### config.mk
export PLATFORM = sky130hd
export DESIGN_NAME = uart_tx_arb
export DESIGN_NICKNAME = d
export VERILOG_FILES = /design/src/rtl/uart_tx_arb.sv
export SDC_FILE = /design/constraint.sdc
export NUM_CORES = 1
export LEC_CHECK = 0
export BUFFER_PORTS_ARGS = -buffer_cell sky130_fd_sc_hd__buf_2
export CAP_MARGIN = 20
export CELL_PAD_IN_SITES_DETAIL_PLACEMENT = 1
export CELL_PAD_IN_SITES_GLOBAL_PLACEMENT = 1
export CORE_MARGIN = 1
export CORE_UTILIZATION = 40
export DETAILED_ROUTE_END_ITERATION = 16
export HOLD_SLACK_MARGIN = 0.06
export PLACE_DENSITY = 0.95
export SETUP_SLACK_MARGIN = 0.3
export SLEW_MARGIN = 40
export SYNTH_ARGS = -nofsm -noshare
export SYNTH_HDL_FRONTEND = slang
export SYNTH_SLANG_ARGS = --single-unit
### constraint.sdc
create_clock -name clk -period 3.9 [get_ports clk]
set_clock_uncertainty 0.05 [all_clocks]
set_input_delay 0.585 -clock clk [delete_from_list [all_inputs] [get_ports clk]]
set_output_delay 0.585 -clock clk [all_outputs]
set_load 0.02 [all_outputs]
### src/rtl/uart_tx_arb.sv
// Four-requester byte arbiter in front of a UART transmitter: latches the winning byte, launches a frame, waits for it to finish, then idles for a gap.
// Optional macro UART_TX_ARB_RR_EN selects round-robin arbitration; otherwise fixed priority with req[0] highest.
module uart_tx_arb #(
  parameter int GAP_CYC = 16,
  parameter int TMO_CYC = 15
) (
  input  logic        clk,
  input  logic        rst,
  input  logic [3:0]  req,
  input  logic [31:0] req_data,
  output logic [3:0]  ack,
  output logic [3:0]  grant,
  output logic [7:0]  tx_data,
  output logic        tx_wr,
  input  logic        tx_busy,
  output logic        err
);

  // state     | meaning
  // IDLE      | transmitter free, arbitrating
  // LAUNCH    | winner latched and acked, tx_wr goes high next
  // WAIT_BUSY | tx_wr high, waiting for tx_busy or timeout
  // WAIT_DONE | frame in progress
  // GAP       | GAP_CYC idle clocks before grant is released
  typedef enum logic [2:0] {IDLE, LAUNCH, WAIT_BUSY, WAIT_DONE, GAP} state_t;

  localparam logic [7:0] TMO_LAST = 8'(TMO_CYC - 1);
  localparam logic [7:0] GAP_LAST = 8'(GAP_CYC - 1);

  state_t     state, state_nxt;
  logic [7:0] cnt, cnt_nxt;
  logic [3:0] grant_nxt, ack_nxt;
  logic [7:0] tx_data_nxt;
  logic       tx_wr_nxt, err_nxt;
  logic [1:0] win_idx;
  logic       win_vld;

`ifdef UART_TX_ARB_RR_EN
  logic [1:0] ptr, ptr_nxt;

  // Descending scan so the requester closest to the pointer is assigned last and wins.
  always_comb begin
    win_vld = 1'b0;
    win_idx = ptr;
    for (int k = 3; k >= 0; k--) begin
      if (req[ptr + 2'(k)]) begin
        win_vld = 1'b1;
        win_idx = ptr + 2'(k);
      end
    end
  end
`else
  always_comb begin
    win_vld = 1'b0;
    win_idx = 2'd0;
    for (int k = 3; k >= 0; k--) begin
      if (req[k]) begin
        win_vld = 1'b1;
        win_idx = 2'(k);
      end
    end
  end
`endif

  always_comb begin
    state_nxt   = state;
    cnt_nxt     = cnt;
    grant_nxt   = grant;
    tx_data_nxt = tx_data;
    tx_wr_nxt   = tx_wr;
    ack_nxt     = 4'b0000;
    err_nxt     = 1'b0;
`ifdef UART_TX_ARB_RR_EN
    ptr_nxt     = ptr;
`endif
    case (state)
      IDLE: begin
        if (win_vld && !tx_busy) begin
          tx_data_nxt = req_data[{win_idx, 3'b000} +: 8];
          grant_nxt   = 4'b0001 << win_idx;
          ack_nxt     = 4'b0001 << win_idx;
`ifdef UART_TX_ARB_RR_EN
          ptr_nxt     = win_idx + 2'd1;
`endif
          state_nxt   = LAUNCH;
        end
      end
      LAUNCH: begin
        tx_wr_nxt = 1'b1;
        cnt_nxt   = 8'd0;
        state_nxt = WAIT_BUSY;
      end
      WAIT_BUSY: begin
        if (tx_busy) begin
          tx_wr_nxt = 1'b0;
          state_nxt = WAIT_DONE;
        end else if (cnt == TMO_LAST) begin
          // Transmitter never started: abandon the byte and still honour the gap.
          tx_wr_nxt = 1'b0;
          err_nxt   = 1'b1;
          cnt_nxt   = 8'd0;
          state_nxt = GAP;
        end else begin
          cnt_nxt = cnt + 8'd1;
        end
      end
      WAIT_DONE: begin
        if (!tx_busy) begin
          cnt_nxt   = 8'd0;
          state_nxt = GAP;
        end
      end
      GAP: begin
        if (cnt == GAP_LAST) begin
          grant_nxt = 4'b0000;
          state_nxt = IDLE;
        end else begin
          cnt_nxt = cnt + 8'd1;
        end
      end
      default: state_nxt = IDLE;
    endcase
  end

  always_ff @(posedge clk or posedge rst) begin
    if (rst) begin
      state   <= IDLE;
      cnt     <= 8'd0;
      grant   <= 4'b0000;
      ack     <= 4'b0000;
      tx_data <= 8'h00;
      tx_wr   <= 1'b0;
      err     <= 1'b0;
`ifdef UART_TX_ARB_RR_EN
      ptr     <= 2'd0;
`endif
    end else begin
      state   <= state_nxt;
      cnt     <= cnt_nxt;
      grant   <= grant_nxt;
      ack     <= ack_nxt;
      tx_data <= tx_data_nxt;
      tx_wr   <= tx_wr_nxt;
      err     <= err_nxt;
`ifdef UART_TX_ARB_RR_EN
      ptr     <= ptr_nxt;
`endif
    end
  end

endmodule

Word level (Yosys, flattened, before mapping)
Cells that the tools add are included.

Register bits after elaboration: 29. Input bits: 39. Output and inout port bits: 18. Logic and storage cells: 63.

Add/sub/neg operators: 1. Eq/ne operators: 12. Shift-type cells: 2. Multiplexer cells: 30. Reductions and logical operators: 11.

Operators by type and width (number): 8-bit 2-to-1 mux (4); 8-bit case mux with 4 select lines (1); 32-bit by 6-bit variable part select with 8-bit output (1); 8-bit by 4-bit equality test with 1-bit output, second input constant (2); 4-bit 2-to-1 mux (4); 3-bit 2-to-1 mux (5); 3-bit case mux with 5 select lines (1); 2-bit != test, second input constant (5); 1-bit 2-to-1 mux (9); 8-bit by 1-bit adder with 8-bit output, second input constant (1); 2-bit 2-to-1 mux (4); 4-bit case mux with 2 select lines (1); 4-bit AND reduction (2); 3-bit by 2-bit equality test with 1-bit output, second input constant (2); 2-bit AND reduction (2); 2-bit nonzero test (2); 4-bit nonzero test (1); 1-bit by 2-bit left shift with 4-bit output, first input constant (1); 3-bit by 1-bit equality test with 1-bit output, second input constant (1); 3-bit equality test, second input constant (1); 3-bit logical NOT (1); 3-bit != test, second input constant (1); 3-bit AND reduction (1); 1-bit case mux with 2 select lines (1); other kinds (2) (2).

Depth between registers and ports, before layout
Gate-level depths: netlist of run 1.

Word-level depth: 7. Mapped depth: 7. Gate-level depth less buffers: 6.

Worst setup path after synthesis of run 1
No wires, ideal clock.

Path kind: input to register. Start point: in tx_busy. End point: reg cnt[3]. Library setup time: 0.124 ns. Data arrival time: 1.643 ns. Data required time: 3.726 ns. Path slack: 2.083 ns. Stages: 5. Buffers on the path: 1. Cells stage by stage: clkbuf_1 > a21oi_1 > nand2_1 > and2_1 > a211o_1.

Cells in the longest elaborated chain, start to end: 2. Elaborated cells between the ends (all ways): 3. Classes of those cells: 2 x eq/ne; 1 x reduce/logical.

RTL lines: start: declaration (line 15) `input logic tx_busy,`; 2-bit != test (no source line); 4-bit AND reduction (no source line) (*); end signal: assignment (line 139) `cnt <= cnt_nxt;`; end: declaration (line 31) `logic [7:0] cnt, cnt_nxt;`.

Every way passes the cells marked *; elsewhere a longest branch is shown, timed or not. A chain may end at the register's enable or synchronous reset.

Worst setup path in the final report of run 1
Start point: reg cnt[0]. End point: reg cnt[3].

Cells in the longest elaborated chain, start to end: 4. Elaborated cells between the ends (all ways): 9. Classes of those cells: 1 x add/sub; 3 x eq/ne; 4 x mux; 1 x reduce/logical.

RTL lines: 8-bit by 1-bit adder with 8-bit output / 8-bit by 4-bit equality test with 1-bit output (equally long branches) (line 104, 118, 97); 8-bit 2-to-1 mux (line 97) `end else if (cnt == TMO_LAST) begin`; 8-bit 2-to-1 mux (line 94) `if (tx_busy) begin`; 8-bit case mux with 4 select lines (line 76) `case (state)`.

Parallel ways exist; a longest one is shown, timed or not. The select of a mux whose other input is x is not followed.

==> impl_metrics.py, run 1 <==
metrics = {
    "sta": {
        "finalCritPeriodShare": 0.5207,
        "slew-limit-headroom": 0.5161,
        "fmax_mhz": 492.4,
        "setup_viol_count_final": 0,
        "tightest_slew_ns": 0.7192,
        "hold_viol": 0,
        "tns_ns": 0,
        "whs_ns": 0.3140,
        "rsz0062_at_grt": "no",
        "post-route-min-period_ns": 2.031,
        "report.final.slew_viol_count": 0,
    },
    "logic_synthesis": {
        "avgSynthCellArea_um2": 10.26,
        "async_flop_share": 1.000,
        "synth_cell_type_count": 50,
        "ys.warnings.count": 0,
        "syn-num-nets": 198,
        "synthesis.area_mm2": 0.001610,
        "yosysSeqAreaShare": 0.4507,
        "synth_edf_count": 0,
        "synth-main-ff-cell": "dfrtp_1",
        "synthesis.instances": 157,
        "ys_ff_latch": 29,
    },
    "clocking": {
        "root_buffer": "clkbuf_8",
        "clk_path_buf_depth": 2,
        "path_clk_slew_ns": 0.07,
        "cts_tree": "yes",
        "cts_hold_buf": 0,
        "htreeDepth": 2,
        "cts-resized-gates": 0,
        "cts_sinks": 29,
        "cts_setup_buffers": 0,
        "insertion_delay_ns": 0.29,
        "cts_made_buffers": 5,
    },
    "route": {
        "vias": 1535,
        "route.detailed.drc": 0,
        "drtPass1Iterations": 5,
        "ant_nets": 0,
        "drt_iter0_markers": 76,
        "avgRoutedWirePerCell_um": 17.66,
        "via_per_inst": 5.859,
        "totalWireLength_um": 4626,
    },
    "global_route": {
        "gr-total-overflow": 0,
        "grt_max_degree": 30,
        "grt_usage": 0.2356,
        "grt_pass1_vias": 1586,
        "grt_pass1_wl_um": 7396,
        "antenna_found_initial": 0,
    },
    "power_and_ir_drop": {
        "power_frac_clock": 0.198,
        "internal-power_w": 0.0007402,
        "max-vdd-ir-drop_mv": 0.2518,
        "p_comb_frac": 0.416,
        "power_frac_seq": 0.386,
        "power.share.switching": 0.4216,
        "leakagePower_nw": 0.9107,
        "p_per_area_mw_per_mm2": 640.1,
        "switchingPower_w": 0.0005396,
    },
    "setup_path": {
        "critPathKind": "reg2reg",
        "endpoint_kind": "register",
        "crit_arrival_ns": 2.20,
        "cp.required_ns": 4.07,
        "critical_path_peak_fanout": 7,
        "start_kind": "register",
    },
    "cells_and_area": {
        "fin_nets": 255,
        "final-seq-area_um2": 725.7,
        "n_antenna_cell": 0,
        "drive_above_1_share": 0.3645,
        "nFillCells": 455,
        "syn2layout_area_growth_pct": 24.16,
        "multi_input_area_um2": 809.5,
    },
    "floorplan": {
        "core_mm2": 0.003771,
        "die-area_mm2": 0.004284,
        "die-width_um": 65.45,
        "rows": 22,
        "die_h_um": 65.45,
        "start_util": 0.4270,
        "num_io_pins": 57,
    },
    "place": {
        "place_congestion": 0.7802,
        "dp_hpwl_um": 3359,
        "io_buffers": 56,
    },
    "hold_path": {
        "hp-class": "in2async",
    },
    "outcome": {
        "status": "complete, no violations",
    },
    "run": {
        "maxCapViolations": 0,
    },
}
## logic make-up after synthesis
logic type	count (synthesis)	share of synthesized area
xor+xnor	1	0.005440
simple gates	48	0.1810
fa+ha+maj	2	0.01554
compound gates	59	0.2735
buf+inv	15	0.05516
flops	29	0.4507
mux	3	0.01865
## cell type report
cell class              instances  area share
inverters                       8     0.01502
well taps                      48     0.03004
clock buffers                   7     0.04318
flip-flops and latches         29      0.3630
multi-input cells             113      0.4049
repair buffers                 57      0.1439
## final timing paths
kind	start	slack (ns)	cells after the start	to
hold / removal	rst	0.31	2	state[1]$_DFFE_PP0P_
hold reg to reg	grant[0]$_DFFE_PP0P_	0.48	2	grant[0]$_DFFE_PP0P_
min in group clk	grant[0]$_DFFE_PP0P_	0.48	2	grant[0]$_DFFE_PP0P_
max in group asynchronous	rst	3.08	2	tx_data[4]$_DFFE_PP0P_
setup reg to reg	cnt[0]$_DFFE_PP0P_	1.87	6	cnt[3]$_DFFE_PP0P_
setup / recovery	cnt[0]$_DFFE_PP0P_	1.87	6	cnt[3]$_DFFE_PP0P_
## metrics by stage
stage | instances | instance area [µm²] | setup slack [ns] | utilization | power [W]
2_1_floorplan | 157 | 1610 | 2.083 | - | 0.0008731
3_3_place_gp | 254 | 1892 | 1.753 | 0.5017 | 0.0009885
3_5_place_dp | 254 | 1897 | 1.609 | 0.5030 | 0.001024
4_1_cts | 261 | 1983 | 1.605 | 0.5259 | 0.001276
5_1_grt | 262 | 1999 | 1.722 | 0.5302 | 0.001369
6_report | 262 | 1999 | 1.869 | 0.5302 | 0.001280
## worst max-delay path: stages (launching register included)
cell	delay, ns
dfrtp_1	0.45
inv_1	0.07
ha_1	0.24
nor2b_1	0.14
a311o_1	0.42
a2111oi_0	0.41
a211o_1	0.17
## flip-flops by register name, indices dropped and copies added, names as in the netlist
name / count
ack: 4
cnt: 8
err: 1
grant: 4
state: 3
tx_data: 8
tx_wr: 1
## synthesized netlist by cell type (2+ instances only)
library cell  number  share of area
a222oi_1           8          0.050
o21ai_0           13          0.040
buf_6              3          0.021
nor2_1            12          0.028
a31oi_2            2          0.016
dfrtp_1           29           0.45
mux2i_1            3          0.019
ha_1               2          0.016
o21bai_1           7          0.033
nor4_1             2         0.0078
nand2_1            6          0.014
and2_2             3          0.014
a211oi_1           2         0.0093
clkbuf_1           2         0.0047
o31ai_1            2         0.0093
nor2b_1            2         0.0078
nand3_1            5          0.016
a21oi_1            6          0.019
a31oi_1            7          0.027
nor3b_1            2         0.0093
nor3_1             3         0.0093
inv_1              8          0.019
## power groups by stage
stage	logic (W)	registers [W]	clock network, W
5_1_grt	0.000589	0.000508	0.000272
4_1_cts	0.000528	0.000493	0.000255
6_report	0.000532	0.000494	0.000254
2_1_floorplan	0.000330	0.000544	0
3_5_place_dp	0.000528	0.000497	0
3_3_place_gp	0.000502	0.000486	0
## per-layer routing
layer  vias to the layer above  share of wire  GRT usage  wire (µm)
li1                        719              -          -          -
met1                       743           0.39     0.2558       1817
met2                        60           0.52     0.4046       2387
met3                        13          0.062    0.07813        288
met4                         0          0.029     0.1223        133
met5                         -              0          0          0
## cell usage in the layout, fill, tap and decap left out, types with 7 or more instances in the layout
master and count:
inv_1 7, a31oi_1 7, a222oi_1 8, dfrtp_1 29, o21bai_1 7, buf_2 56
o21ai_0 13, nor2_1 12
No activity file was read; power rests on OpenSTA's default activity.
==> run 2, diff against run 1 <==
- ABC_AREA: not set -> 1
- CORE_UTILIZATION: 40 -> 36
- PLACE_DENSITY: 0.95 -> 0.89
- clock period: 3.9 -> 2.1 ns (I/O delays scaled with it)
==> run 2 against run 1 <==
  * Clock power grew 78%
  * First-iteration DRC count up 6.6%
  * Design area up 19%
  * Flip-flop and latch count is the same
  * Combinational power up 110%
  * Sequential share of layout area decreased by 5.9 points
  * Fmax increased by 23%
  * Largest cell class unchanged
  * Largest power group unchanged
==> impl_metrics.py, run 2 <==
metrics = {
    "route": {
        "vias": 2028,
        "route.detailed.drc": 0,
        "via_per_inst": 4.971,
        "drtPass1Iterations": 4,
        "drt_iter0_markers": 81,
        "totalWireLength_um": 5482,
        "ant_nets": 0,
        "avgRoutedWirePerCell_um": 13.44,
    },
    "logic_synthesis": {
        "yosysSeqAreaShare": 0.3713,
        "synthesis.instances": 277,
        "synth_cell_type_count": 30,
        "synthTopCellsByArea": "dfrtp_1 37%, nand3_1 16%, nand2_1 14%",
        "ys_ff_latch": 29,
        "muxShareOfSynthArea": 0,
        "synth_xor_area_frac": 0.004481,
        "avgSynthCellArea_um2": 7.056,
        "synth.most_common_cell": "nand2_1",
        "syn-num-nets": 318,
        "synth_top_family_by_area": "simple AND/OR/NAND/NOR gates",
        "synth_common_cells": "74 x nand2_1, 61 x nand3_1, 46 x nor2_1",
        "synth-main-ff-cell": "dfrtp_1",
        "async_flop_share": 1.000,
        "synth_adder_area_share": 0.01280,
        "synth_top_area_frac": 0.3713,
        "synth_edf_count": 0,
        "synthesis.area_mm2": 0.001954,
        "synth_largest_area_cell": "dfrtp_1",
        "ys.warnings.count": 0,
        "synth-simple-area-share": 0.4718,
        "synth_compound_area_frac": 0.05314,
    },
    "setup_path": {
        "crit_family": "simple AND/OR/NAND/NOR gates",
        "slowest_delay_ns": 0.46,
        "start_kind": "register",
        "path_buf_inv": 0,
        "endpoint_kind": "register",
        "crit_arrival_ns": 1.76,
        "r2r_slack_ns": 0.45,
        "cp.required_ns": 2.21,
        "path_common_cell": "nand2_1",
        "path_cells": "ha_1, nand3_2, o21ai_4, nand2_4, nand2_1, nand2_1",
        "critical_path_peak_fanout": 8,
        "slowest_stage": "dfrtp_1",
        "critPathKind": "reg2reg",
    },
    "floorplan": {
        "die_h_um": 75.68,
        "core_mm2": 0.005172,
        "start_util": 0.3778,
        "die-width_um": 75.68,
        "rows": 26,
        "die-area_mm2": 0.005727,
        "num_io_pins": 57,
    },
    "cells_and_area": {
        "n_antenna_cell": 0,
        "reg_top3": "cnt: 8 flops, tx_data: 8 flops",
        "fin_nets": 378,
        "nFillCells": 692,
        "syn2layout_area_growth_pct": 22.22,
        "layout_commonest_cell": "nand2_1",
        "final_cell_area_mm2": 0.002389,
        "mostFrequentLayoutCells": "74 x nand2_1, 61 x nand3_1, 56 x buf_2",
        "drive_above_1_share": 0.2604,
    },
    "hold_path": {
        "hp-class": "in2reg",
    },
    "place": {
        "place_congestion": 0.7740,
        "placed_area_mm2": 0.002265,
        "dp_hpwl_um": 4193,
        "io_buffers": 56,
    },
    "global_route": {
        "grt_pass1_wl_um": 9528,
        "antenna_found_initial": 0,
        "grt_usage": 0.2224,
        "grt_pass1_vias": 2047,
        "gr-total-overflow": 0,
        "grt_max_degree": 30,
    },
    "power_and_ir_drop": {
        "power.share.switching": 0.4482,
        "p_comb_frac": 0.459,
        "max-vdd-ir-drop_mv": 0.4051,
        "power_frac_clock": 0.188,
        "switchingPower_w": 0.001075,
        "p_per_area_mw_per_mm2": 1005,
        "internal-power_w": 0.001324,
        "leakagePower_nw": 1.268,
        "power_frac_seq": 0.354,
    },
    "clocking": {
        "path_clk_slew_ns": 0.07,
        "clk_path_buf_depth": 2,
        "root_buffer": "clkbuf_8",
        "insertion_delay_ns": 0.28,
        "cts_sinks": 29,
        "htreeDepth": 2,
        "cts_tree": "yes",
        "cts_made_buffers": 5,
    },
    "sta": {
        "fmax_mhz": 606.0,
        "slew-limit-headroom": 0.6612,
        "hold_viol": 0,
        "tightest_slew_ns": 0.5082,
        "report.final.slew_viol_count": 0,
        "rsz0062_at_grt": "no",
        "setup_viol_count_final": 0,
        "tns_ns": 0,
        "post-route-min-period_ns": 1.650,
        "finalCritPeriodShare": 0.7858,
    },
    "outcome": {
        "status": "complete, no violations",
    },
    "run": {
        "maxCapViolations": 0,
    },
}
==> run 2: changes by cell type after synthesis, sizes merged, moves of 4 or more <==
cell	previous run	this run
a31oi	9	0
o21ai	14	8
a21oi	6	2
nor2	12	51
buf	4	8
nand2	6	80
inv	8	25
a222oi	8	0
and2	5	0
nand3	5	62
o21bai	7	2
==> run 2: final cells by class <==
class | count | area, µm² | area share
Tap cell | 70 | 87.58 | 0.03667
Sequential cell | 29 | 725.7 | 0.3038
Clock inverter | 3 | 17.52 | 0.007334
Multi-Input combinational cell | 215 | 1060 | 0.4437
Timing Repair Buffer | 61 | 332.8 | 0.1393
Inverter | 25 | 96.34 | 0.04034
Clock buffer | 5 | 68.82 | 0.02881
==> run 2: worst reg2reg max path, stage by stage (launching register included) <==
cell and delay (ns):
dfrtp_1 0.46, ha_1 0.27, nand3_2 0.16, o21ai_4 0.28, nand2_4 0.12, nand2_1 0.13, nand2_1 0.07
==> run 2: power groups by stage <==
stage / clock network [W] / logic, W / registers, W
final: 0.000451 / 0.00110 / 0.000848
after global routing: 0.000489 / 0.00123 / 0.000869
after CTS: 0.000457 / 0.00108 / 0.000848
after detailed placement: 0 / 0.00107 / 0.000856
after global placement: 0 / 0.00103 / 0.000851
after floorplan: 0 / 0.000629 / 0.000994
==> run 2: path summary, 6_finish.rpt <==
check                                  startpoint                endpoint  cells past startpoint
min                                       tx_busy           err$_DFF_PP0_                      2
max in group asynchronous                     rst  tx_data[6]$_DFFE_PP0P_                      4
max                            cnt[1]$_DFFE_PP0P_      cnt[4]$_DFFE_PP0P_                      6
min reg2reg                tx_data[7]$_DFFE_PP0P_  tx_data[7]$_DFFE_PP0P_                      2
min in group asynchronous                     rst  tx_data[7]$_DFFE_PP0P_                      4
max reg2reg                    cnt[1]$_DFFE_PP0P_      cnt[4]$_DFFE_PP0P_                      6
==> run 2: logic make-up (layout without fill, tap and decap cells) <==
kind of cell,count (synthesis),after routing
adder cells (fa/ha/maj),2,2
buffers and inverters,33,94
AND/OR/NAND/NOR,199,199
AO/OA/AOI/OAI,13,13
flip-flops,29,29
XOR/XNOR,1,1
==> run 2: routing by layer <==
metal  routed length (µm)  vias up  track usage
met5                    0        -            0
met4                   99        0      0.09053
met3                  278        8      0.05026
met2                 2810       59       0.3780
met1                 2294      953       0.2736
li1                     -     1008            -
==> run 2: what timing repair did <==
item                                   in CTS  in global routing
endpoints found under the hold margin      29                  0
hold buffers                                1                  0
buffers inserted                            0                  2
setup endpoints to repair                   0                  4
resized for setup                           0                  0
==> run 2: metrics by stage <==
step                      total power (W)    util  hold slack (ns)  std cells  setup slack [ns]
after detailed placement         0.001929  0.4378           0.3538        397            0.4036
after global routing             0.002586  0.4618           0.1809        408            0.3399
final                            0.002400  0.4618           0.1760        408            0.4499
after global placement           0.001882  0.4378           0.3451        397            0.5143
after floorplan                  0.001623       -           0.3314        277            0.6613
after CTS                        0.002385  0.4565           0.1724        406            0.3530
